==> config.mk <==
export PLATFORM = sky130hd
export DESIGN_NAME = div_sequencer
export DESIGN_NICKNAME = d
export VERILOG_FILES = /design/src/rtl/div_sequencer.sv
export SDC_FILE = /design/constraint.sdc
export NUM_CORES = 1
export LEC_CHECK = 0
export BUFFER_PORTS_ARGS = -buffer_cell sky130_fd_sc_hd__clkbuf_2
export CORE_ASPECT_RATIO = 1.2
export CORE_MARGIN = 5
export CORE_UTILIZATION = 60
export DETAILED_ROUTE_END_ITERATION = 8
export PLACE_DENSITY = 0.81
export SLEW_MARGIN = 10
export SYNTH_ARGS = -nofsm -noshare
export SYNTH_HDL_FRONTEND = slang
export SYNTH_SLANG_ARGS = --single-unit
==> constraint.sdc <==
create_clock -name clk -period 6.1 [get_ports clk]
set_input_delay 0.915 -clock clk [delete_from_list [all_inputs] [get_ports clk]]
set_output_delay 0.915 -clock clk [all_outputs]
set_load 0.01 [all_outputs]
==> src/rtl/div_sequencer.sv <==
// Multi-cycle 32-bit signed/unsigned restoring divider (MIPS DIV/DIVU style).
// Produces quotient on lo and remainder on hi; results change only on done.
module div_sequencer (
  input  logic        clk,
  input  logic        reset_n,
  input  logic        start,
  input  logic        sign,
  input  logic [31:0] a,
  input  logic [31:0] b,
  output logic        busy,
  output logic        done,
  output logic [31:0] lo,
  output logic [31:0] hi,
  output logic        div_zero
);

  localparam int unsigned W  = 32;
  localparam int unsigned CW = 6;

  typedef enum logic [2:0] {
    IDLE = 3'd0,
    PREP = 3'd1,
    ITER = 3'd2,
    FIX  = 3'd3,
    DONE = 3'd4
  } state_e;

  state_e          state_q, state_d;
  logic [CW-1:0]   cnt_q, cnt_d;
  logic [W-1:0]    a_q, a_d;
  logic [W-1:0]    b_q, b_d;
  logic            sign_q, sign_d;
  logic [W-1:0]    rem_q, rem_d;
  logic [W-1:0]    quo_q, quo_d;
  logic [W-1:0]    dvs_q, dvs_d;
  logic            qneg_q, qneg_d;
  logic            rneg_q, rneg_d;
  logic [W-1:0]    lo_q, lo_d;
  logic [W-1:0]    hi_q, hi_d;
  logic            dz_q, dz_d;
  logic            busy_q, busy_d;
  logic            done_q, done_d;

  // The bit shifted out of rem is kept so a partial remainder >= 2^32
  // never registers a false borrow against a large unsigned divisor.
  logic [W:0]      rem_sh;
  logic [W-1:0]    diff;
  logic            borrow;

  always_comb begin
    rem_sh = {rem_q, quo_q[W-1]};
    diff   = rem_sh[W-1:0] - dvs_q;
    borrow = !rem_sh[W] && (rem_sh[W-1:0] < dvs_q);
  end

  // Next-state and datapath update
  always_comb begin
    state_d = state_q;
    cnt_d   = cnt_q;
    a_d     = a_q;
    b_d     = b_q;
    sign_d  = sign_q;
    rem_d   = rem_q;
    quo_d   = quo_q;
    dvs_d   = dvs_q;
    qneg_d  = qneg_q;
    rneg_d  = rneg_q;
    lo_d    = lo_q;
    hi_d    = hi_q;
    dz_d    = dz_q;
    busy_d  = 1'b0;
    done_d  = 1'b0;

    case (state_q)
      IDLE, DONE: begin
        if (start) begin
          a_d     = a;
          b_d     = b;
          sign_d  = sign;
          state_d = PREP;
        end else begin
          state_d = IDLE;
        end
      end
      PREP: begin
        quo_d  = (sign_q && a_q[W-1]) ? W'(-a_q) : a_q;
        dvs_d  = (sign_q && b_q[W-1]) ? W'(-b_q) : b_q;
        rem_d  = '0;
        cnt_d  = '0;
        qneg_d = sign_q & (a_q[W-1] ^ b_q[W-1]);
        rneg_d = sign_q & a_q[W-1];
        if (b_q == '0) begin
          lo_d    = '1;
          hi_d    = a_q;
          dz_d    = 1'b1;
          state_d = DONE;
        end else begin
          state_d = ITER;
        end
      end
      ITER: begin
        rem_d = borrow ? rem_sh[W-1:0] : diff;
        quo_d = {quo_q[W-2:0], !borrow};
        cnt_d = cnt_q + CW'(1);
        if (cnt_q == CW'(W - 1)) state_d = FIX;
      end
      FIX: begin
        lo_d    = qneg_q ? W'(-quo_q) : quo_q;
        hi_d    = rneg_q ? W'(-rem_q) : rem_q;
        dz_d    = 1'b0;
        state_d = DONE;
      end
      default: state_d = IDLE;
    endcase

    busy_d = (state_d == PREP) || (state_d == ITER) || (state_d == FIX);
    done_d = (state_d == DONE);
  end

  // State and output registers, synchronous active-low reset
  always_ff @(posedge clk) begin
    if (!reset_n) begin
      state_q <= IDLE;
      cnt_q   <= '0;
      a_q     <= '0;
      b_q     <= '0;
      sign_q  <= 1'b0;
      rem_q   <= '0;
      quo_q   <= '0;
      dvs_q   <= '0;
      qneg_q  <= 1'b0;
      rneg_q  <= 1'b0;
      lo_q    <= '0;
      hi_q    <= '0;
      dz_q    <= 1'b0;
      busy_q  <= 1'b0;
      done_q  <= 1'b0;
    end else begin
      state_q <= state_d;
      cnt_q   <= cnt_d;
      a_q     <= a_d;
      b_q     <= b_d;
      sign_q  <= sign_d;
      rem_q   <= rem_d;
      quo_q   <= quo_d;
      dvs_q   <= dvs_d;
      qneg_q  <= qneg_d;
      rneg_q  <= rneg_d;
      lo_q    <= lo_d;
      hi_q    <= hi_d;
      dz_q    <= dz_d;
      busy_q  <= busy_d;
      done_q  <= done_d;
    end
  end

  assign busy     = busy_q;
  assign done     = done_q;
  assign lo       = lo_q;
  assign hi       = hi_q;
  assign div_zero = dz_q;

endmodule

==> flow_summary.ini <==
[clock_tree]
postCtsHoldBufs = 0
cts.clk_slew.worst_paths_ps = 60
cts_made_buffers = 25
post_cts_buffers = 0
clockBufferDepth = 3
cts_tree = yes
clock-sinks = 239
cts_root_buf = clkbuf_16
clk_latency_ps = 520
h-tree-depth = 1
cts_resized = 0

[grt]
grt_usage_pct = 26.0
grtUsageMet3_pct = 3.06
grt_pass1_vias = 11400
antenna_found_initial = 0
grt_first_pass_wirelength_mm = 56.4
use_met2_pct = 48.4
gr-total-overflow = 0
use_met1_pct = 30.6
grt_busiest_layer = met2
grt_max_degree = 138

[floorplanning]
die_w_um = 146
ioPinCount = 135
dieArea_um2 = 25400
rows = 60
die_y_um = 174
coreArea_um2 = 22200
start_util_pct = 60.3

[outcome]
status = complete, no violations

[sta]
slew_headroom_pct = 21.1
fin_hold_ws_ps = 466
skew_ps = 7.90
fin_setup_tns_ps = 0
fmax_mhz = 256
rsz0062_at_grt = no
setup_viol = 0
fin_crit_sh_pct = 64.0
worst_pin_slew_ps = 1180
slew_violations = 0
hold_viol = 0
min_period_ps = 3910

[detailed_routing]
drt-vias-per-instance = 5.92
wire_per_inst_um = 16.9
routed_wl_mm = 34.1
drcViolationCount = 0
first_pass_iters = 7
num_vias = 11900
antenna_left = 0
drt_iter0_markers = 694

[logic_synthesis]
syn-cell-area_um2 = 13400
ys_warn_count = 0
synth_cells = 1661
async_flop_share_pct = 0
syn_area_per_cell_um2 = 8.07
synth.distinct_cells = 63
seq_area_frac_synth_pct = 35.7
syn_nets = 1767
ys_ff_latch = 239
synth_edf_count = 0
synthFlopType = dfxtp_1

[place]
io_buffers = 134
dp_hpwl_mm = 24.7
gp_congestion = 0.933

[worst_setup_path]
worst_setup_path_end_kind = register
cp_top_family = simple AND/OR/NAND/NOR gates
crit_arrival_ps = 4290
crit_path_top_delay_cell = and3_2
slowest_delay_ps = 930
required_ps = 6480
path_buf_inv = 1
cp_cell_sequence = or3_1 -> nor3b_2 -> nand2_1 -> nor2_1 -> nand4_1 -> nor2_1 -> and3_2 -> buf_4 -> mux2i_1 -> a21oi_1
worstPathMaxFanout = 48
start_kind = register
critical_path_class = register to register
cpMostUsedCell = nor2_1

[power_and_ir_drop]
power_density_nw_per_um2 = 294
pwr-share-comb_pct = 23.3
p_leak_nw = 6.28
p_sw_mw = 1.35
internal_power_mw = 3.03
ir_worst_vdd_mv = 0.198
clkPwrFrac_pct = 37.1
switching_share_pct = 30.8
seqPwrFrac_pct = 39.7

[final_layout]
mostFrequentLayoutCells = 261 x nand2_1, 239 x dfxtp_1, 133 x clkbuf_2
antenna_cells = 0
layout.nets = 1825
layout_commonest_cell = nand2_1
syn_to_final_growth_pct = 11.4
drive_above_1_share_pct = 12.0

[hold_path]
hold_path_class = register to register

[run]
drv_cap = 0
## routing by layer
| metal | vias up | share of wire, % |
|---|---|---|
| li1 | 5972 | - |
| met1 | 5612 | 41 |
| met2 | 295 | 52 |
| met3 | 64 | 4.4 |
| met4 | 0 | 3.2 |
| met5 | - | 0 |
## metrics by stage
step	instances	instance area (um2)	worst slack, ps	util, %	power, mW
2_1_floorplan	1661	13400	3200	-	2.54
5_1_grt	2016	14900	1940	67.1	4.60
3_3_place_gp	1971	14000	2410	63.2	2.76
3_5_place_dp	1971	14000	2240	63.2	2.78
4_1_cts	2016	14900	2230	67.1	4.39
6_report	2016	14900	2200	67.1	4.38
## final timing paths
kind,start,end,slack [ps],cells past startpoint
max,b_q[2],hi[8],2200,10
min,dvs_q[31],dvs_q[31],470,2
max reg2reg,b_q[2],hi[8],2200,10
min reg2reg,dvs_q[31],dvs_q[31],470,2
## cells by family after synthesis
logic type               after synthesis  share of synthesized area, %
buffers and inverters                157                          4.72
XOR/XNOR                             139                          9.09
multiplexers                          49                          3.66
AND/OR/NAND/NOR                      515                          17.8
adder cells (fa/ha/maj)               38                          3.60
flip-flops                           239                          35.7
AO/OA/AOI/OAI                        524                          25.5
## synth_stat cells (4+ instances only)
master	n	area [um2]
a211oi_1	5	37.5
a21boi_0	73	548
a21o_1	11	82.6
a21oi_1	105	526
a22oi_1	40	300
a31oi_1	4	25.0
and2_1	41	257
and3_1	12	75.1
buf_1	7	26.3
buf_2	4	20.0
buf_4	8	60.1
clkbuf_1	93	349
dfxtp_1	239	4780
ha_1	37	463
inv_1	44	165
mux2i_1	49	490
nand2_1	262	983
nand2b_1	11	68.8
nand3_1	18	90.1
nand4_1	8	50.1
nor2_1	66	248
nor2b_1	9	56.3
nor3_1	37	185
nor3b_1	4	30.0
nor4_1	6	37.5
o211a_1	28	280
o211ai_1	7	52.6
o21a_1	6	45.0
o21ai_0	129	646
o21ai_1	37	185
o21bai_1	4	30.0
o311a_1	7	70.1
o31ai_1	32	240
o41ai_1	16	140
or2_1	4	25.0
or3_1	18	113
or4_1	10	75.1
xnor2_1	91	797
xor2_1	48	420
## state kept, by name, indices dropped and copies added (netlist names), 6 cells and up
register,cells
a_q,32
b_q,32
cnt_q,6
dvs_q,32
hi,32
lo,32
quo_q,32
rem_q,32
## power by group through the flow
stage	registers [mW]	clock network [mW]	logic, mW
CTS	1.73	1.64	1.02
floorplan	1.74	0	0.794
global route	1.75	1.71	1.13
detailed placement	1.77	0	1.01
global placement	1.77	0	0.994
finish	1.74	1.62	1.02
## layout make-up
class / count / area [um2]
Timing Repair Buffer: 144 / 748
Inverter: 44 / 165
Clock buffer: 33 / 706
Sequential cell: 239 / 4780
Fill cell: 1823 / 7300
Clock inverter: 12 / 171
Tap cell: 279 / 349
Multi-Input combinational cell: 1265 / 8000
## worst reg2reg max path: stages (launching register included)
cell and delay, ps:
dfxtp_1 350, or3_1 430, nor3b_2 370, nand2_1 160, nor2_1 200, nand4_1 270, nor2_1 220, and3_2 930
buf_4 490, mux2i_1 260, a21oi_1 80
Note: power is estimated with default switching activity, not from simulation.
